===== config.mk =====
export PLATFORM = sky130hd
export DESIGN_NAME = seq_twos_complement
export DESIGN_NICKNAME = d
export VERILOG_FILES = /design/src/rtl/alu_pkg.sv /design/src/rtl/chunk_adder.sv /design/src/rtl/fullAdder.sv /design/src/rtl/seq_twos_complement.sv
export SDC_FILE = /design/constraint.sdc
export NUM_CORES = 1
export LEC_CHECK = 0
export BUFFER_PORTS_ARGS = -buffer_cell sky130_fd_sc_hd__buf_2
export CORE_ASPECT_RATIO = 1.1
export CORE_MARGIN = 1.5
export CORE_UTILIZATION = 43
export DETAILED_ROUTE_END_ITERATION = 7
export GPL_ROUTABILITY_DRIVEN = 0
export GPL_TIMING_DRIVEN = 0
export PLACE_DENSITY = 0.74
export SLEW_MARGIN = 25
export SYNTH_ARGS = -nofsm -noshare
export SYNTH_HDL_FRONTEND = slang
export SYNTH_SLANG_ARGS = --single-unit

===== constraint.sdc =====
create_clock -name clk -period 6.55 [get_ports clk]
set_input_delay 0.655 -clock clk [delete_from_list [all_inputs] [get_ports clk]]
set_output_delay 0.655 -clock clk [all_outputs]
set_load 0.01 [all_outputs]

===== src/rtl/alu_pkg.sv =====
// Shared ALU definitions: operand modes and the sequencer state encoding.
package alu_pkg;

  localparam logic [1:0] MODE_PASS = 2'b00;
  localparam logic [1:0] MODE_NEG  = 2'b01;
  localparam logic [1:0] MODE_ABS  = 2'b10;

  typedef enum logic [1:0] {
    IDLE = 2'd0,
    BUSY = 2'd1,
    DONE = 2'd2
  } state_t;

  // True when the operand has to be inverted-and-incremented for this mode.
  // The reserved encoding 2'b11 falls through as pass.
  function automatic logic needs_invert(input logic [1:0] mode, input logic sign);
    return (mode == MODE_NEG) || ((mode == MODE_ABS) && sign);
  endfunction

endpackage


===== src/rtl/chunk_adder.sv =====
// CHUNK-bit ripple-carry incrementer slice: sum = (a ^ {CHUNK{inv}}) + c_in.
module chunk_adder #(
  parameter int CHUNK = 16
) (
  input  logic [CHUNK-1:0] a,
  input  logic             inv,
  input  logic             c_in,
  output logic [CHUNK-1:0] sum,
  output logic             c_out
);

  logic [CHUNK-1:0] w_a;
  logic [CHUNK:0]   w_c;

  assign w_a    = a ^ {CHUNK{inv}};
  assign w_c[0] = c_in;

  for (genvar i = 0; i < CHUNK; i++) begin : g_bit
    fullAdder u_fa (
      .a    (w_a[i]),
      .b    (1'b0),
      .cin  (w_c[i]),
      .sum  (sum[i]),
      .cout (w_c[i+1])
    );
  end

  assign c_out = w_c[CHUNK];

endmodule


===== src/rtl/fullAdder.sv =====
// Single-bit full adder cell from the datapath cell library.
module fullAdder (
  input  logic a,
  input  logic b,
  input  logic cin,
  output logic sum,
  output logic cout
);

  assign sum  = a ^ b ^ cin;
  assign cout = (a & b) | (cin & (a ^ b));

endmodule


===== src/rtl/seq_twos_complement.sv =====
// Multi-cycle two's-complement unit: pass / negate / abs, CHUNK bits per cycle,
// valid/ready on both sides, overflow on negating the most-negative value.
module seq_twos_complement
  import alu_pkg::*;
#(
  parameter int WIDTH = 64,
  parameter int CHUNK = 16
) (
  input  logic             clk,
  input  logic             rst,
  input  logic             in_valid,
  output logic             in_ready,
  input  logic [WIDTH-1:0] x,
  input  logic [1:0]       mode,
  output logic             out_valid,
  input  logic             out_ready,
  output logic [WIDTH-1:0] z,
  output logic             ovf
);

  localparam int NCHUNK = WIDTH / CHUNK;
  localparam int CW     = (NCHUNK > 1) ? $clog2(NCHUNK) : 1;
  localparam logic [WIDTH-1:0] MOST_NEG = WIDTH'(1) << (WIDTH - 1);

  if ((CHUNK < 1) || (CHUNK > WIDTH) || ((WIDTH % CHUNK) != 0)) begin : g_bad_params
    $error("seq_twos_complement: WIDTH must be a positive multiple of CHUNK");
  end

  state_t           r_state;
  logic [WIDTH-1:0] r_x;
  logic             r_inv;
  logic             r_carry;
  logic [CW-1:0]    r_cnt;
  logic [WIDTH-1:0] r_z;
  logic             r_ovf;
  logic             r_in_ready;
  logic             r_out_valid;

  logic             w_inv_in;
  logic [CHUNK-1:0] w_slice;
  logic [CHUNK-1:0] w_sum;
  logic             w_cout;
  logic             w_last;

  assign w_inv_in = needs_invert(mode, x[WIDTH-1]);
  assign w_last   = (r_cnt == CW'(NCHUNK - 1));

  // Select the operand slice addressed by the chunk counter.
  always_comb begin
    w_slice = '0;
    for (int unsigned k = 0; k < NCHUNK; k++) begin
      if (r_cnt == CW'(k)) w_slice = r_x[k*CHUNK +: CHUNK];
    end
  end

  chunk_adder #(.CHUNK(CHUNK)) u_chunk_adder (
    .a     (w_slice),
    .inv   (r_inv),
    .c_in  (r_carry),
    .sum   (w_sum),
    .c_out (w_cout)
  );

  // Sequencer: accept operand, walk the slices carrying between them, hold result.
  // Mode is reduced to the single invert bit at acceptance; nothing else needs it.
  always_ff @(posedge clk) begin
    if (rst) begin
      r_state     <= IDLE;
      r_x         <= '0;
      r_inv       <= 1'b0;
      r_carry     <= 1'b0;
      r_cnt       <= '0;
      r_z         <= '0;
      r_ovf       <= 1'b0;
      r_in_ready  <= 1'b1;
      r_out_valid <= 1'b0;
    end else begin
      case (r_state)
        IDLE: begin
          if (in_valid) begin
            r_x        <= x;
            r_inv      <= w_inv_in;
            r_carry    <= w_inv_in;
            r_cnt      <= '0;
            r_z        <= '0;
            r_ovf      <= w_inv_in && (x == MOST_NEG);
            r_in_ready <= 1'b0;
            r_state    <= BUSY;
          end
        end
        BUSY: begin
          for (int unsigned k = 0; k < NCHUNK; k++) begin
            if (r_cnt == CW'(k)) r_z[k*CHUNK +: CHUNK] <= w_sum;
          end
          r_carry <= w_cout;
          if (w_last) begin
            r_cnt       <= '0;
            r_out_valid <= 1'b1;
            r_state     <= DONE;
          end else begin
            r_cnt <= r_cnt + 1'b1;
          end
        end
        DONE: begin
          if (out_ready) begin
            r_out_valid <= 1'b0;
            r_in_ready  <= 1'b1;
            r_state     <= IDLE;
          end
        end
        default: begin
          r_out_valid <= 1'b0;
          r_in_ready  <= 1'b1;
          r_state     <= IDLE;
        end
      endcase
    end
  end

  assign in_ready  = r_in_ready;
  assign out_valid = r_out_valid;
  assign z         = r_z;
  assign ovf       = r_ovf;

endmodule


==> reports/qor.txt <==
Clock slew at reported path FFs = 60 ps
DRC = 0
Delay-heaviest family, CP = adder cells
Peak supply drop = 0.0001756 V
CTS Sinks = 137
Port buffer count = 136
TritonRoute pass-1 iters = 5
CP arrival = 5760 ps
CP Class = register to register
Post-CTS Repair Setup Buffers = 0
Worst Hold End = z[57]
Synth cell count leaders = nand2_1 (168), dfxtp_1 (137), a21oi_1 (121)
Hold crit path type = register to register
Die Span X = 115.2 um
Number of global-route vias before repair = 5541
Clock tree buffer depth = 2
Critical Path Max Stage Delay = 410 ps
PD cells = 294.1 nW/um^2
First DRT Iteration DRCs = 644
Initial antenna violation count = 0
Slew of the pin with the lowest slew margin = 809.7 ps
Post-Syn Area = 5953 um^2
Main combinational cell family by area after synthesis = compound AO/OA/AOI/OAI gates
Worst Path Buf+Inv = 1
Max-cap viol count = 0
Diode count = 0
Crit path top cell by count = ha_1
Synthesized netlist cell count = 737
Syn Area/Cell = 8.078 um^2
Mapped Nets = 827
Worst setup margin = 1085 ps
Synthesis-to-finish area growth = 25.83%
Io pins = 137
Final Net Count = 982
Synth cell types = 36
Post-synthesis mux area share = 0%
Worst EP required = 6850 ps
Hold Path Stages = 2
Synth Area in Compound Gates = 20.68%
Synth Register Bits = 137
FF-to-FF End = z[47]
Reg2reg setup slack = 1090 ps
Max Slew Vio Count = 0
Post-Route WL = 18350 um
HP Start = z[57]
Most used DFF post-synth = dfxtp_1
Share of layout cells above drive strength 1 = 23.31%
Vias = 5901
Resized Gates After CTS = 0
Top-area cell type share of the netlist area = 46.07%
Pre-CTS setup slack = 1184 ps
Total GRT Usage = 25.70%
Total CTS buffers = 17
Synth Area in XOR/XNOR = 2.354%
Clock period minus worst slack = 5465 ps
Simple-gate share of the synthesized area = 19.97%
Final Cycle Share = 83.43%
Hpwl dp = 13630 um
Clock Root Buffer = clkbuf_16
Overflow after GRT = 0
Hold-fix buffers, CTS = 0
Site Rows = 44
Setup Total Neg Slack = 0 ps
DR vias/cell = 5.419
Clock Skews = 11.23 ps
Outcome = complete, no violations
First-pass GRT wire length = 28590 um
Slew headroom = 45.52%
Die height = 126.4 um
Worst Path Max Fanout = 10
RR Startpoint = r_cnt[0]
Core area = 13380 um^2
TritonCTS clock tree = done
Maximum number of pins on one net before global-route repair = 17
Die area = 14560 um^2
Worst-case reg-to-reg path depth = 23
Worst-path cell chain = ha_1 -> clkbuf_1 -> o21ai_0 -> a22oi_1 -> xnor2_1 -> ha_1 -> ha_1 -> ha_1 -> ha_1 -> ha_1 -> ha_1 -> ha_1 -> ha_1 -> ha_1 -> ha_1 -> ha_1 -> ha_1 -> ha_1 -> ha_1 -> ha_1 -> ha_1 -> a22oi_1 -> nor2_1
Final setup vio count = 0
Post-synth EDFFs = 0
Crit. End Element = register
CP startpoint kind = register
Adder-Cell Fraction of Synth Area = 4.203%
Yosys top cell by area = dfxtp_1
Fmax = 0.1830 GHz
Seq/Total Area, Yosys = 46.07%
RSZ-0062 raised after global routing = false
Slowest CP cell = dfxtp_1
Synth area leaders = dfxtp_1 (46%), nand2_1 (11%), a21oi_1 (10%)
Count of final hold-check violations = 0
Initial core utilization = 44.50%
Post-synth ARST share = 0%
Leakage = 3.145 nW
Antenna-violating nets left = 0
Clk_lat worst skew = 430 ps
Avg WL per Cell = 16.85 um
H-tree depth = 4
Warnings from Yosys = 0
Most numerous cell in the Yosys netlist = nand2_1
-- cells in the final DEF, fill, tap and decap left out, types with 3 or more instances in the layout --
master / instances
nand2_1: 168
a21oi_1: 121
nand4_1: 3
clkbuf_16: 17
and3b_1: 4
nor2_1: 51
nor2_4: 3
buf_2: 157
nor4_1: 15
dfxtp_1: 137
clkbuf_1: 24
nand3_1: 19
inv_1: 19
buf_6: 5
bufinv_16: 4
clkinv_4: 4
o21ai_0: 20
xnor2_1: 16
buf_4: 9
a22oi_1: 62
ha_1: 20
-- report_power, final --
| group | internal [mW] | switching (mW) | total (mW) |
|---|---|---|---|
| Clock | 0.640 | 0.385 | 1.02 |
| Combinational | 0.105 | 0.184 | 0.289 |
| Sequential | 0.869 | 0.0204 | 0.889 |
-- worst min-delay path, cell delays in order, from the launching register on --
cell and delay, ps:
dfxtp_1 300, nand2_1 50, a21oi_1 50
-- logic make-up (layout without fill, tap and decap cells) --
logic type,after synthesis,after routing
AOI/OAI and AO/OA,209,209
DFF,137,137
and+or+nand+nor,275,275
adders and majority gates,20,20
buffers and inverters,80,248
xor gates and xnor gates,16,16
-- metrics by stage --
| stage | std cells | hold WS [ps] | cell area (um^2) | power (mW) | utilization (%) |
|---|---|---|---|---|---|
| floorplan | 737 | 436.3 | 5953 | 1.081 | - |
| global placement | 1057 | 436.9 | 6864 | 1.186 | 51.31 |
| detailed placement | 1057 | 440.1 | 6864 | 1.190 | 51.31 |
| CTS | 1089 | 448.5 | 7491 | 2.196 | 56.00 |
| global route | 1089 | 468.8 | 7491 | 2.272 | 56.00 |
| finish | 1089 | 447.1 | 7491 | 2.203 | 56.00 |
-- layout make-up --
cell class / instances / area (um^2)
timing repair buffer: 136 / 680.7
sequential: 137 / 2743
tap: 184 / 230.2
multi-input combinational: 520 / 2810
inverter: 19 / 71.32
fill: 1269 / 5887
buffer: 61 / 329.1
clock inverter: 14 / 197.7
clock buffer: 18 / 429.2
-- metal layers --
layer | global-route usage (%) | routed length, um | share of wire, %
met2 | 41.91 | 8706 | 47
met4 | 10.60 | 641 | 3.5
met3 | 5.638 | 1260 | 6.9
met5 | 0 | 0 | 0
met1 | 32.85 | 7739 | 42
-- state kept, by name (all words and copies together) (netlist names) --
register	cells
out_valid	1
r_x	64
r_inv	1
in_ready	1
r_carry	1
r_cnt	2
z	64
r_state	2
ovf	1
-- how the worst max path moves through the flow --
stage | from | to | slack [ps] | depth (start not counted)
4_1_cts | r_cnt[1] | z[47] | 1140 | 24
6_report | r_cnt[0] | z[47] | 1090 | 23
3_3_place_gp | r_cnt[0] | z[47] | 1300 | 23
2_1_floorplan | r_cnt[0] | z[15] | 1800 | 25
3_5_place_dp | r_cnt[1] | z[47] | 1180 | 24
5_1_grt | r_cnt[0] | z[15] | 800 | 23
No activity file was read; power rests on OpenSTA's default activity.
